--- config.mk ---
export PLATFORM = sky130hd
export DESIGN_NAME = audio_dac_tx
export DESIGN_NICKNAME = d
export VERILOG_FILES = /design/src/rtl/audio_dac_tx.sv
export SDC_FILE = /design/constraint.sdc
export NUM_CORES = 1
export LEC_CHECK = 0
export BUFFER_PORTS_ARGS = -buffer_cell sky130_fd_sc_hd__buf_2
export CAP_MARGIN = 10
export CORE_MARGIN = 2
export CORE_UTILIZATION = 39
export CTS_CLUSTER_DIAMETER = 50
export DETAILED_ROUTE_END_ITERATION = 6
export GPL_TIMING_DRIVEN = 0
export PLACE_DENSITY = 0.56
export SETUP_SLACK_MARGIN = 0.5
export SYNTH_ARGS = -nofsm -noshare
export SYNTH_HDL_FRONTEND = slang
export SYNTH_SLANG_ARGS = --single-unit
--- constraint.sdc ---
create_clock -name clk -period 5.36 [get_ports clk]
set_clock_uncertainty 0.05 [all_clocks]
set_input_delay 0.268 -clock clk [delete_from_list [all_inputs] [get_ports clk]]
set_output_delay 0.268 -clock clk [all_outputs]
set_load 0.02 [all_outputs]
--- src/rtl/audio_dac_tx.sv ---
// audio_dac_tx
// I2S transmitter fed by wave_gen. It fetches one 16-bit sample per audio
// frame through a req_next/aud_done handshake and buffers it. It sends the
// sample MSB first on both the left and right slots, and derives BCLK and
// LRCK from clk.
//
// Ports:
//   clk       in  system clock
//   reset     in  asynchronous, active-high reset
//   aud_data  in  16-bit signed sample from wave_gen
//   aud_done  in  aud_data valid (level)
//   req_next  out one-cycle pulse requesting the next sample
//   dac_bclk  out codec bit clock (BCLK_HALF clk per half period)
//   dac_lrck  out codec LR clock, 0 = left slot, 1 = right slot
//   dac_dat   out serial data, I2S one-bit delay after the LRCK edge
//   underrun  out sticky flag, a frame started with no new sample
module audio_dac_tx #(
  parameter int BCLK_HALF = 8,
  parameter int SLOT_BITS = 32
) (
  input  logic        clk,
  input  logic        reset,
  input  logic [15:0] aud_data,
  input  logic        aud_done,
  output logic        req_next,
  output logic        dac_bclk,
  output logic        dac_lrck,
  output logic        dac_dat,
  output logic        underrun
);

  localparam int DIV_W = $clog2(BCLK_HALF);
  localparam int BIT_W = $clog2(2 * SLOT_BITS);
  localparam logic [DIV_W-1:0] DIV_LAST = DIV_W'(BCLK_HALF - 1);
  localparam logic [BIT_W-1:0] BIT_LAST = BIT_W'(2 * SLOT_BITS - 1);
  localparam logic [BIT_W-1:0] SLOT_LEN = BIT_W'(SLOT_BITS);

  typedef enum logic [1:0] {
    ST_IDLE = 2'd0,
    ST_REQ  = 2'd1,
    ST_ARM  = 2'd2,
    ST_WAIT = 2'd3
  } fetch_state_e;

  logic [DIV_W-1:0] div_cnt_r;
  logic             bclk_r;
  logic [BIT_W-1:0] bit_cnt_r;
  logic             lrck_r;
  logic             dat_r;
  logic [15:0]      pending_r;
  logic             pending_valid_r;
  logic [15:0]      frame_reg_r;
  logic             underrun_r;
  logic             req_next_r;
  fetch_state_e     state_r;

  logic             bclk_fall_s;
  logic             frame_start_s;
  logic             capture_s;
  logic [BIT_W-1:0] bit_nxt_s;
  logic [BIT_W-1:0] slot_bit_s;
  logic [3:0]       dat_idx_s;
  logic             dat_nxt_s;

  // Decode BCLK falling edge, frame start, capture and the next serial bit.
  always_comb begin
    bclk_fall_s   = (div_cnt_r == DIV_LAST) && bclk_r;
    frame_start_s = bclk_fall_s && (bit_cnt_r == BIT_LAST);
    capture_s     = (state_r == ST_WAIT) && aud_done;
    if (bit_cnt_r == BIT_LAST) begin
      bit_nxt_s = {BIT_W{1'b0}};
    end else begin
      bit_nxt_s = bit_cnt_r + BIT_W'(1);
    end
    if (bit_nxt_s >= SLOT_LEN) begin
      slot_bit_s = bit_nxt_s - SLOT_LEN;
    end else begin
      slot_bit_s = bit_nxt_s;
    end
    // Slot bit 1 carries bit 15; slot bit 0 is the I2S delay bit.
    dat_idx_s = 4'(BIT_W'(16) - slot_bit_s);
    if ((slot_bit_s >= BIT_W'(1)) && (slot_bit_s <= BIT_W'(16))) begin
      dat_nxt_s = frame_reg_r[dat_idx_s];
    end else begin
      dat_nxt_s = 1'b0;
    end
  end

  // BCLK divider and frame bit counter.
  always_ff @(posedge clk or posedge reset) begin
    if (reset) begin
      div_cnt_r <= {DIV_W{1'b0}};
      bclk_r    <= 1'b0;
      bit_cnt_r <= {BIT_W{1'b0}};
    end else begin
      if (div_cnt_r == DIV_LAST) begin
        div_cnt_r <= {DIV_W{1'b0}};
        bclk_r    <= ~bclk_r;
      end else begin
        div_cnt_r <= div_cnt_r + DIV_W'(1);
      end
      if (bclk_fall_s) begin
        bit_cnt_r <= bit_nxt_s;
      end
    end
  end

  // LRCK and serial data change together with the BCLK falling edge.
  always_ff @(posedge clk or posedge reset) begin
    if (reset) begin
      lrck_r <= 1'b0;
      dat_r  <= 1'b0;
    end else if (bclk_fall_s) begin
      lrck_r <= (bit_nxt_s >= SLOT_LEN);
      dat_r  <= dat_nxt_s;
    end
  end

  // Sample buffer: pending slot, serializer word and sticky underrun.
  always_ff @(posedge clk or posedge reset) begin
    if (reset) begin
      pending_r       <= 16'h0000;
      pending_valid_r <= 1'b0;
      frame_reg_r     <= 16'h0000;
      underrun_r      <= 1'b0;
    end else if (frame_start_s) begin
      if (pending_valid_r) begin
        frame_reg_r     <= pending_r;
        pending_valid_r <= 1'b0;
      end else if (capture_s) begin
        // Sample arrived exactly at frame start: skip the pending slot.
        frame_reg_r <= aud_data;
      end else begin
        underrun_r <= 1'b1;
      end
    end else if (capture_s) begin
      pending_r       <= aud_data;
      pending_valid_r <= 1'b1;
    end
  end

  // Fetch FSM; ARM blanks a done left over from the previous request.
  always_ff @(posedge clk or posedge reset) begin
    if (reset) begin
      state_r    <= ST_IDLE;
      req_next_r <= 1'b0;
    end else begin
      case (state_r)
        ST_IDLE: begin
          if (!pending_valid_r) begin
            state_r    <= ST_REQ;
            req_next_r <= 1'b1;
          end else begin
            req_next_r <= 1'b0;
          end
        end
        ST_REQ: begin
          state_r    <= ST_ARM;
          req_next_r <= 1'b0;
        end
        ST_ARM: begin
          state_r    <= ST_WAIT;
          req_next_r <= 1'b0;
        end
        ST_WAIT: begin
          req_next_r <= 1'b0;
          if (aud_done) begin
            state_r <= ST_IDLE;
          end
        end
        default: begin
          state_r    <= ST_IDLE;
          req_next_r <= 1'b0;
        end
      endcase
    end
  end

  assign req_next = req_next_r;
  assign dac_bclk = bclk_r;
  assign dac_lrck = lrck_r;
  assign dac_dat  = dat_r;
  assign underrun = underrun_r;

endmodule

==> flow_metrics.py <==
metrics = {
    "outcome": {
        "outcome": "completed",
    },
    "critical_path": {
        "path_class": "flip-flop to flip-flop",
        "endpoint_kind": "flip-flop",
        "worstPathRequired_ns": 5.49,
        "crit_fanout": 10,
        "critPathLaunchType": "flip-flop",
        "critPathArrivalTime_ns": 2.44,
    },
    "clocking": {
        "cts_tree": "built",
        "clockBufferDepth": 2,
        "ctsResizeCount": 0,
        "clock_latency_ns": 0.30,
        "h-tree-depth": 2,
        "cts_made_buffers": 5,
        "post_cts_buffers": 0,
        "cts.sink_count": 49,
        "clk_pin_slew_ns": 0.09,
        "clockRootBuffer": "clkbuf_8",
        "ctsHoldBuffers": 1,
    },
    "synthesis": {
        "avgSynthCellArea_um2": 11.3,
        "synth-seq-cells": 49,
        "syn_inst": 210,
        "synth_area_um2": 2370,
        "ys_types": 41,
        "ys_seq_area_frac": 0.517,
        "ys_warn_count": 0,
        "synth_flop_cell": "dfrtp_1",
        "syn_nets": 237,
        "async_flop_share": 1.00,
        "synth-edff-count": 0,
    },
    "pwr": {
        "power_density_nw_per_um2": 341,
        "p_leak_nw": 1.36,
        "vdd_ir_drop_max_v": 0.000176,
        "total_power_mw": 0.924,
    },
    "route": {
        "drt_wl_total_um": 4530,
        "viasPerCell": 5.16,
        "drt_iter0_drc": 103,
        "drt_first_pass_iters": 4,
        "remaining_drc_errors": 0,
        "vias": 1637,
        "antenna_left": 0,
        "avgRoutedWirePerCell_um": 14.3,
    },
    "layout": {
        "final_core_util": 0.461,
        "post-route-cell-area_um2": 2710,
        "final_nets": 269,
        "drive_gt1_frac": 0.264,
        "insertedDiodeCount": 0,
        "area_growth_pct": 14.5,
    },
    "floorplanning": {
        "dieArea_um2": 6720,
        "num_rows": 28,
        "die_x_um": 82.0,
        "start_util": 0.403,
        "core_um2": 5890,
        "die_y_um": 82.0,
        "ioPinCount": 24,
    },
    "worst_hold_path": {
        "hold_path.class": "input pin to flip-flop",
    },
    "timing": {
        "tightest_slew_ns": 0.783,
        "max_freq_ghz": 0.434,
        "holdWs_ns": 0.161,
        "min_period_ns": 2.31,
        "final.period_utilization": 0.430,
        "rsz0062_at_grt": "no",
        "slew_headroom": 0.478,
        "maxSlewViolCount": 0,
        "finalHoldViolCount": 0,
        "report.final.setup_viol": 0,
        "tns_ns": 0,
    },
    "placement": {
        "place_area_um2": 2600,
        "port_buffers": 23,
        "dp_hpwl_um": 3220,
        "place_congestion": 0.768,
    },
    "grt": {
        "grt_pass1_vias": 1548,
        "antenna_found_initial": 0,
        "grt.total_usage": 0.153,
        "grt_pass1_wl_um": 7690,
        "overflow": 0,
        "grt_max_degree": 31,
    },
    "run": {
        "cap_violations": 0,
    },
}
final timing paths:
check / start / endpoint / cells after the start / slack, ns
max: div_cnt_r[0]$_DFF_PP0_ / pending_r[4]$_DFFE_PP0P_ / 8 / 3.05
min: aud_data[10] / pending_r[10]$_DFFE_PP0P_ / 2 / 0.16
max reg2reg: div_cnt_r[0]$_DFF_PP0_ / pending_r[4]$_DFFE_PP0P_ / 8 / 3.05
min reg2reg: div_cnt_r[0]$_DFF_PP0_ / div_cnt_r[0]$_DFF_PP0_ / 1 / 0.38
max in group asynchronous: reset / pending_r[14]$_DFFE_PP0P_ / 4 / 4.27
min in group asynchronous: reset / dac_bclk$_DFFE_PP0P_ / 3 / 0.47
critical path, cell delays in order, from the launching register on:
cell and delay (ns):
dfrtp_1 0.36, ha_1 0.15, ha_1 0.23, and2_1 0.15, clkbuf_1 0.29, nand2_1 0.14
nand3_2 0.21, buf_4 0.25, mux2_2 0.36
per-layer routing:
layer / vias to the layer above / track usage / share of wire
met4: 0 / 0.0550 / 0.012
met5: - / 0 / 0
met2: 23 / 0.233 / 0.47
met1: 804 / 0.213 / 0.48
li1: 805 / - / -
met3: 5 / 0.0363 / 0.037
cell usage in the layout (no fill, tap or decap), types with 2 or more instances in the layout:
cell type  count
or4_1          2
dfrtp_1       49
xnor2_1        2
nor3_1         2
mux4_2         3
nor2b_1        3
o21ai_0        9
inv_1          5
nand2_1       12
buf_2         29
and2_1         2
nand4_1        3
ha_1           8
clkbuf_8       5
a21o_1         2
nor2_1        21
a21oi_1       21
mux2i_1       17
nand3_1        3
nand3_2        2
mux2_2        16
per-stage QoR:
| stage | instances | setup WS, ns |
|---|---|---|
| 5_1_grt | 317 | 2.86 |
| 4_1_cts | 317 | 3.00 |
| 6_report | 317 | 3.05 |
| 3_5_place_dp | 309 | 3.02 |
| 2_1_floorplan | 210 | 3.28 |
| 3_3_place_gp | 308 | 3.04 |
cell usage after synthesis, types with 2 or more instances:
| cell | instances | area (µm²) |
|---|---|---|
| a21o_1 | 2 | 15.0 |
| a21oi_1 | 21 | 105 |
| and2_1 | 2 | 12.5 |
| buf_2 | 6 | 30.0 |
| dfrtp_1 | 49 | 1230 |
| ha_1 | 8 | 100 |
| inv_1 | 6 | 22.5 |
| mux2_2 | 16 | 180 |
| mux2i_1 | 17 | 170 |
| mux4_2 | 3 | 67.6 |
| nand2_1 | 12 | 45.0 |
| nand3_1 | 3 | 15.0 |
| nand3_2 | 2 | 20.0 |
| nand4_1 | 3 | 18.8 |
| nor2_1 | 21 | 78.8 |
| nor2b_1 | 3 | 18.8 |
| nor3_1 | 2 | 10.0 |
| o21ai_0 | 9 | 45.0 |
| or4_1 | 2 | 15.0 |
| xnor2_1 | 2 | 17.5 |
cells by family after synthesis:
kind of cell             Yosys count  share of synthesized area
XOR/XNOR                           3                     0.0111
AND/OR/NAND/NOR                   56                      0.116
buffers and inverters             16                     0.0332
AO/OA/AOI/OAI                     42                      0.104
adder cells (fa/ha/maj)            8                     0.0422
multiplexers                      36                      0.176
flip-flops                        49                      0.517
report_power, final:
| part | total (mW) | internal [mW] | leakage [nW] | switching [mW] |
|---|---|---|---|---|
| clock | 0.254 | 0.136 | 0.0540 | 0.118 |
| sequential | 0.473 | 0.440 | 0.628 | 0.0323 |
| combinational | 0.198 | 0.109 | 0.683 | 0.0886 |
sequential cells by signal, indices dropped and copies added (netlist names), 2 cells and up:
register,cells
frame_reg_r,16
pending_r,16
div_cnt_r,3
bit_cnt_r,6
state_r,2
area by class of cell:
cell class	count	area, µm²
fill	587	3170
sequential	49	1230
multi-input combinational	145	1070
timing repair buffer	25	145
tap	75	93.8
clock buffer	5	68.8
buffer	10	56.3
clock inverter	2	35.0
inverter	6	22.5
Power figures use the tool's default switching activity.
